**src/rtl/intt_ctrl.sv**
```systemverilog
// Sequencer for an in-place 256-point Kyber inverse NTT driving one external GS butterfly.
// Optional macro INTT_SCALE_EN adds a final pass that multiplies every coefficient by 128^-1.
module intt_ctrl (
  input  logic        clk,
  input  logic        rst,
  input  logic        start,
  output logic        busy,
  output logic        done,
  output logic        rd_en,
  output logic [7:0]  rd_addr_a,
  output logic [7:0]  rd_addr_b,
  input  logic [11:0] rd_data_a,
  input  logic [11:0] rd_data_b,
  output logic        wr_en_a,
  output logic        wr_en_b,
  output logic [7:0]  wr_addr_a,
  output logic [7:0]  wr_addr_b,
  output logic [11:0] wr_data_a,
  output logic [11:0] wr_data_b,
  output logic [6:0]  zeta_idx,
  input  logic [11:0] zeta_data,
  output logic [11:0] bf_even,
  output logic [11:0] bf_odd,
  output logic [11:0] bf_zeta,
  input  logic [11:0] bf_even_out,
  input  logic [11:0] bf_odd_out
);

`ifdef INTT_SCALE_EN
  localparam logic [11:0] N_INV = 12'd3303;
  typedef enum logic [2:0] {StIdle, StLayer, StDrain, StScale, StSdrain, StDone} state_e;
`else
  typedef enum logic [1:0] {StIdle, StLayer, StDrain, StDone} state_e;
`endif

  state_e      state;
  logic [7:0]  cnt;    // butterfly index in a layer, coefficient index in the scale pass
  logic [2:0]  layer;
  logic [6:0]  k;
  logic        wr_scale;
  logic [7:0]  len;
  logic [7:0]  nxt_a;
  logic        grp_last;

  function automatic logic [7:0] even_addr(input logic [7:0] b, input logic [2:0] l);
    logic [3:0] sh;
    logic [7:0] m;
    sh = {1'b0, l} + 4'd1;
    m  = (8'd1 << sh) - 8'd1;
    return ((b >> sh) << (sh + 4'd1)) | (b & m);
  endfunction

  assign len      = 8'd2 << layer;
  assign nxt_a    = even_addr(cnt + 8'd1, layer);
  assign grp_last = ((cnt & (len - 8'd1)) == (len - 8'd1));

  always_ff @(posedge clk) begin
    if (rst) begin
      state     <= StIdle;
      busy      <= 1'b0;
      done      <= 1'b0;
      rd_en     <= 1'b0;
      rd_addr_a <= 8'd0;
      rd_addr_b <= 8'd0;
      zeta_idx  <= 7'd0;
      wr_en_a   <= 1'b0;
      wr_en_b   <= 1'b0;
      wr_addr_a <= 8'd0;
      wr_addr_b <= 8'd0;
      cnt       <= 8'd0;
      layer     <= 3'd0;
      k         <= 7'd0;
`ifdef INTT_SCALE_EN
      wr_scale  <= 1'b0;
`endif
    end else begin
      done      <= 1'b0;
      // Write-back trails the issue by one cycle, matching the RAM read latency.
      wr_en_a   <= rd_en;
      wr_addr_a <= rd_addr_a;
      wr_addr_b <= rd_addr_b;
`ifdef INTT_SCALE_EN
      wr_en_b   <= rd_en & (state != StScale);
      wr_scale  <= (state == StScale);
`else
      wr_en_b   <= rd_en;
`endif
      unique case (state)
        StIdle: begin
          if (start) begin
            state     <= StLayer;
            busy      <= 1'b1;
            rd_en     <= 1'b1;
            rd_addr_a <= 8'd0;
            rd_addr_b <= 8'd2;
            zeta_idx  <= 7'd127;
            k         <= 7'd127;
            cnt       <= 8'd0;
            layer     <= 3'd0;
          end
        end
        StLayer: begin
          cnt <= cnt + 8'd1;
          if (grp_last) k <= k - 7'd1;
          if (cnt == 8'd127) begin
            state     <= StDrain;
            rd_en     <= 1'b0;
            rd_addr_a <= 8'd0;
            rd_addr_b <= 8'd0;
            zeta_idx  <= 7'd0;
            cnt       <= 8'd0;
          end else begin
            rd_addr_a <= nxt_a;
            rd_addr_b <= nxt_a + len;
            zeta_idx  <= grp_last ? k - 7'd1 : k;
          end
        end
        StDrain: begin
          if (layer == 3'd6) begin
`ifdef INTT_SCALE_EN
            state     <= StScale;
            rd_en     <= 1'b1;
            rd_addr_a <= 8'd0;
            rd_addr_b <= 8'd0;
            cnt       <= 8'd0;
`else
            state     <= StDone;
            busy      <= 1'b0;
            done      <= 1'b1;
`endif
          end else begin
            state     <= StLayer;
            layer     <= layer + 3'd1;
            rd_en     <= 1'b1;
            rd_addr_a <= 8'd0;
            rd_addr_b <= 8'd4 << layer;
            zeta_idx  <= k;
            cnt       <= 8'd0;
          end
        end
`ifdef INTT_SCALE_EN
        StScale: begin
          if (cnt == 8'd255) begin
            state     <= StSdrain;
            rd_en     <= 1'b0;
            rd_addr_a <= 8'd0;
          end else begin
            cnt       <= cnt + 8'd1;
            rd_addr_a <= cnt + 8'd1;
          end
        end
        StSdrain: begin
          state <= StDone;
          busy  <= 1'b0;
          done  <= 1'b1;
        end
`endif
        StDone:  state <= StIdle;
        default: state <= StIdle;
      endcase
    end
  end

  // Datapath is steered only during write-back cycles; otherwise it is held at zero.
`ifdef INTT_SCALE_EN
  assign bf_even   = (wr_en_a && !wr_scale) ? rd_data_a : 12'd0;
  assign bf_odd    = !wr_en_a ? 12'd0 : (wr_scale ? rd_data_a : rd_data_b);
  assign bf_zeta   = !wr_en_a ? 12'd0 : (wr_scale ? N_INV : zeta_data);
  assign wr_data_a = !wr_en_a ? 12'd0 : (wr_scale ? bf_odd_out : bf_even_out);
`else
  assign wr_scale  = 1'b0;
  assign bf_even   = wr_en_a ? rd_data_a : 12'd0;
  assign bf_odd    = wr_en_a ? rd_data_b : 12'd0;
  assign bf_zeta   = wr_en_a ? zeta_data : 12'd0;
  assign wr_data_a = wr_en_a ? bf_even_out : 12'd0;
`endif
  assign wr_data_b = wr_en_b ? bf_odd_out : 12'd0;

endmodule

```
**config.mk**
```make
export PLATFORM = sky130hd
export DESIGN_NAME = intt_ctrl
export DESIGN_NICKNAME = d
export VERILOG_FILES = /design/src/rtl/intt_ctrl.sv
export SDC_FILE = /design/constraint.sdc
export NUM_CORES = 1
export LEC_CHECK = 0
export ABC_AREA = 1
export BUFFER_PORTS_ARGS = -buffer_cell sky130_fd_sc_hd__buf_2
export CORE_MARGIN = 4
export CORE_UTILIZATION = 30
export DETAILED_ROUTE_END_ITERATION = 10
export REMOVE_ABC_BUFFERS = 1
export SYNTH_ARGS = -nofsm -noshare
export SYNTH_HDL_FRONTEND = slang
export SYNTH_SLANG_ARGS = --single-unit
```
**constraint.sdc**
```tcl
create_clock -name clk -period 9.7 [get_ports clk]
set_clock_uncertainty 0.15 [all_clocks]
set_input_delay 1.455 -clock clk [delete_from_list [all_inputs] [get_ports clk]]
set_output_delay 1.455 -clock clk [all_outputs]
set_load 0.02 [all_outputs]
```
* Yosys cells after proc, flatten, opt, wreduce, memory -nomap -nowiden
Cells that the tools add are included.
Cells by class: add/subtract/negate cells 8, multiply operators 0, divide/modulo/power cells 0, order comparisons 0, equal/unequal tests 10, shifts and indexed selects 5, muxes and demuxes 35, bitwise gates (word level) 4, reductions and logical operators 11
Operators by type and width (number):
- case mux 8 bit (3 select lines) | 3
- two-way mux 12 bit | 5
- two-way mux 8 bit | 7
- two-way mux 7 bit | 4
- case mux 7 bit (3 select lines) | 1
- bitwise AND 8 bit | 2
- subtractor 8 x 1 -> 8 bit, second input constant | 2
- case mux 7 bit (2 select lines) | 1
- AND reduction 3 bit | 3
- adder 8 x 1 -> 8 bit, second input constant | 1
- adder 8 bit | 1
- == test 8 x 7 -> 1 bit, second input constant | 1
- == test 8 bit | 1
- inequality test 2 bit, second input constant | 4
- bitwise OR 8 bit | 1
- case mux 2 bit (4 select lines) | 1
- << shifter 1 x 4 -> 8 bit, first input constant | 1
- << shifter 2 x 3 -> 8 bit, first input constant | 1
- << shifter 3 x 3 -> 8 bit, first input constant | 1
- << shifter 8 x 4 -> 8 bit | 1
- right shift 8 x 4 -> 8 bit | 1
- subtractor 7 x 1 -> 7 bit, second input constant | 1
- two-way mux 2 bit | 3
- two-way mux 3 bit | 2
- 17 further kinds | 24
Storage, ports and cells: bits in registers 63, latch bits 0, RAM bits 0, memory bits (read-only) 0, input port bits 63, output and inout port bits 104, memories kept 0

* Logic depth before layout (Yosys ltp)
depth in word-level cells 8, gate-level depth with buffers 30, depth with buffers taken out 30

* Worst setup path before layout
No wires, ideal clock.
kind register to register, from reg layer[0], to reg rd_addr_b[7], arrival time 3.300 ns, required time 9.492 ns, path slack 6.192 ns, stages on the path, launching flop included 24, buffers on the path 1, clock period less this slack 3.508 ns, path through dfxtp_1 -> clkinv_1 -> buf_4 -> ha_1 -> nor2_1 -> inv_1 -> nand3_1 -> nand3_1 -> o31ai_1 -> ha_1 -> inv_1 -> nor2_1 -> o21ai_0 -> nand2_1 -> nand2_1 -> nand2_1 -> a21oi_1 -> xor2_1 -> inv_1 -> nand3_1 -> nand3_1 -> nand2_1 -> nand2_1 -> nand2_1
On the way: cells in the longest elaborated chain, start to end 8
RTL lines:
- start: declaration | line 38 | logic [2:0] layer;
- start signal: assignment | line 133 | layer <= layer + 3'd1;
- adder 3 x 1 -> 4 bit | line 48 | sh = {1'b0, l} + 4'd1;
- << shifter 1 x 4 -> 8 bit | line 49 | m = (8'd1 << sh) - 8'd1;
- subtractor 8 x 1 -> 8 bit | line 49
- bitwise AND 8 bit | line 50 | return ((b >> sh) << (sh + 4'd1)) | (b & m);
- bitwise OR 8 bit | line 50
- adder 8 bit | line 114 | rd_addr_b <= nxt_a + len;
- two-way mux 8 bit | line 105 | if (cnt == 8'd127) begin
- case mux 8 bit (3 select lines) | line 88 | unique case (state)
- end signal: assignment | line 114
- end signal: assignment | line 136 | rd_addr_b <= 8'd4 << layer;
- end: declaration | line 11 | output logic [7:0] rd_addr_b,
Parallel ways exist; a longest one is shown, timed or not. The select of a mux whose other input is x is not followed. A chain may end at the register's enable or synchronous reset.

* Worst setup path after layout
Ends and elaborated chain as after synthesis.

==> summary.md <==
| Metric | Value |
|---|---|
| Status | `finished, final reports clean` |
| Clock share of power | `0.210` |
| # rows | `43` |
| # Max-Cap Violations | `0` |
| Internal reg-to-reg setup slack | `5020 ps` |
| Post-cts sizing count | `0` |
| Port buffer count | `166` |
| Async SR Flop Fraction | `0` |
| Hold Fails Final Rpt | `0` |
| Slew @ Worst Pin | `1040 ps` |
| DRT antenna net count | `0` |
| CTS Buffer Depth | `2` |
| Post-DP HPWL | `12000 um` |
| Initial Util | `0.306` |
| RSZ-0062 raised after global routing | `no` |
| Post-layout instance count excluding filler cells | `1001` |
| Final net count | `904` |
| Placed Cells | `984` |
| Critical Path RT | `9830 ps` |
| Metal3 WL | `1230 um` |
| CP endpoint kind | `flop` |
| RePlAce Congestion | `0.888` |
| Clock latency at the later pin of the worst-skew pair | `340 ps` |
| First-iteration detailed-routing DRC count | `287` |
| Setup TNS | `0 ps` |
| Largest net degree at the start of global routing | `63` |
| Max_slew headroom | `0.304` |
| DR vias | `4652` |
| Core Region | `13800 um2` |
| Crit path DAT | `4810 ps` |
| Hold crit path type | `flop to flop` |
| CTS tree | `done` |
| Via density per instance | `4.65` |
| EDFF count, synth | `0` |
| CTS Buf Count | `9` |
| Mapped Area | `4230 um2` |
| Netlist cell types | `40` |
| Layout cells sized above 1 | `0.254` |
| Top Ports | `167` |
| Drt pass-1 iters | `5` |
| Die Ht | `127 um` |
| Final setup fails | `0` |
| Critical Setup Path Class | `flop to flop` |
| Clock Sinks | `63` |
| Register share of total power | `0.239` |
| Primary FF master, synth | `dfxtp_1` |
| Met2 wire length | `7500 um` |
| Syn. warnings | `0` |
| Post-CTS Setup Bufs | `0` |
| DIE AREA | `16100 um2` |
| Met1 WL | `5810 um` |
| Net Sw Frac | `0.491` |
| Hold_buf cts | `0` |
| Net Sw Power | `810 uW` |
| Critical Path Fanout Max | `20` |
| Final Critical Period | `4680 ps` |
| Number of global-route vias before repair | `4314` |
| Top Layer Used | `met4` |
| DRT Wirelength | `15000 um` |
| Clock Root Buffer | `clkbuf_16` |
| VDD IR max | `100 uV` |
| Int Power | `841 uW` |
| Initial antenna violation count | `3` |
| Power per standard cell area | `299 nW/um2` |
| Avg Inst Size Synth | `6.42 um2` |
| Post-synthesis sequential area ratio | `0.298` |
| Synthesis-to-layout area growth | `30.5%` |
| Drt wl/cell | `14.9 um` |
| Startpoint type of the worst setup path | `flop` |
| Die width | `127 um` |
| Total grt overflow | `0` |
| Period utilization | `0.482` |
| Comb pwr share | `0.551` |
| H-tree levels | `3` |
| Fmax | `0.214 GHz` |
| Fin. max-slew vios | `0` |
| First-pass GRT wire length | `22800 um` |
| Residual DRC count | `0` |
| Static leakage | `3.25 nW` |
| Reg clk slew, reported paths | `60 ps` |
| Cells after Synth | `658` |
| Total Routing Usage GR | `0.180` |
| Synth Register Bits | `63` |
==> final timing paths <==
check | startpoint | end | depth (start not counted)
setup / recovery | layer[0] | rd_addr_b[7] | 22
hold / removal | rd_en | wr_en_b | 2
setup reg to reg | layer[0] | rd_addr_b[7] | 22
hold reg to reg | rd_en | wr_en_b | 2
==> power groups by stage <==
stage                     registers, mW  clock network [mW]  logic, mW
after global routing              0.407               0.364       1.02
after floorplan                   0.422                   0      0.611
final                             0.395               0.346      0.910
after CTS                         0.395               0.354      0.910
after global placement            0.398                   0      0.914
after detailed placement          0.400                   0      0.905
==> cell families after synthesis <==
family          count (synthesis)  synth area share
simple gates                  297             0.309
buf+inv                       160             0.147
compound gates                100             0.142
flops                          63             0.298
fa+ha+maj                      26            0.0787
xor+xnor                       12            0.0249
==> worst max-delay path, stage by stage, from the launching register on <==
cell and delay [ps]:
dfxtp_1 730, clkinv_1 660, ha_1 480, nor2_1 380, inv_1 220, nand3_1 170, nand3_1 80, o31ai_1 110
ha_1 340, inv_1 70, nor2_1 30, o21ai_0 230, nand2_1 80, nand2_1 80, nand2_1 50, a21oi_1 160
xor2_1 200, inv_1 60, nand3_1 80, nand3_1 80, nand2_1 60, nand2_1 50, nand2_1 60
==> metal layers <==
| layer | up-vias | track usage |
|---|---|---|
| li1 | 2392 | - |
| met1 | 2039 | 0.203 |
| met2 | 191 | 0.328 |
| met3 | 30 | 0.0413 |
| met4 | 0 | 0.0707 |
| met5 | - | 0 |
==> metrics by stage <==
step,utilization,power (mW),instance area (um2),worst slack [ps],hold WS [ps]
3_5_place_dp,0.375,1.31,5190,5170,276
3_3_place_gp,0.375,1.31,5190,5290,277
4_1_cts,0.399,1.66,5510,5140,283
2_1_floorplan,-,1.03,4130,5900,323
5_1_grt,0.399,1.79,5520,4560,307
6_report,0.399,1.65,5520,5020,281
==> cell usage in the layout, fill, tap and decap left out, types with 6 or more instances in the layout <==
master,Yosys,layout
dfxtp_1,63,62
inv_1,132,132
inv_2,6,6
a21oi_1,37,37
o21ai_0,25,24
buf_2,2,166
clkbuf_16,0,9
xor2_1,11,11
o21ai_1,6,7
nand4_1,9,9
a22o_1,10,10
nand3_1,57,57
nor2_1,49,49
nand2_1,161,161
ha_1,25,25
==> registers in the layout, indices dropped and copies added (netlist names), 2 cells and up <==
signal     count
state          2
wr_addr_a      8
cnt            8
zeta_idx       7
wr_addr_b      8
rd_addr_b      8
rd_addr_a      8
k              7
layer          3
==> Yosys cell counts, drive strengths merged, types with 2 or more instances <==
| cell type | number | area share |
|---|---|---|
| nand2 | 164 | 0.15 |
| inv | 138 | 0.12 |
| dfxtp | 63 | 0.30 |
| nand3 | 58 | 0.070 |
| nor2 | 56 | 0.061 |
| a21oi | 39 | 0.048 |
| o21ai | 31 | 0.037 |
| ha | 25 | 0.074 |
| clkbuf | 15 | 0.013 |
| xor2 | 11 | 0.023 |
| a22o | 10 | 0.021 |
| nand4 | 9 | 0.013 |
| buf | 6 | 0.010 |
| a211oi | 5 | 0.0089 |
| or2 | 5 | 0.0074 |
| o31ai | 4 | 0.0071 |
| nor3 | 3 | 0.0036 |
| o22ai | 3 | 0.0044 |
| a221oi | 2 | 0.0041 |
| o221ai | 2 | 0.0041 |
==> layout make-up <==
| class | instances | area, um2 |
|---|---|---|
| clock buffer | 9 | 225 |
| tap | 180 | 225 |
| multi-input combinational | 435 | 2340 |
| antenna | 1 | 2.50 |
| inverter | 139 | 522 |
| fill | 1498 | 8310 |
| sequential | 63 | 1260 |
| clock inverter | 7 | 97.6 |
| timing repair buffer | 167 | 838 |
(Power assumes the default switching activity.)
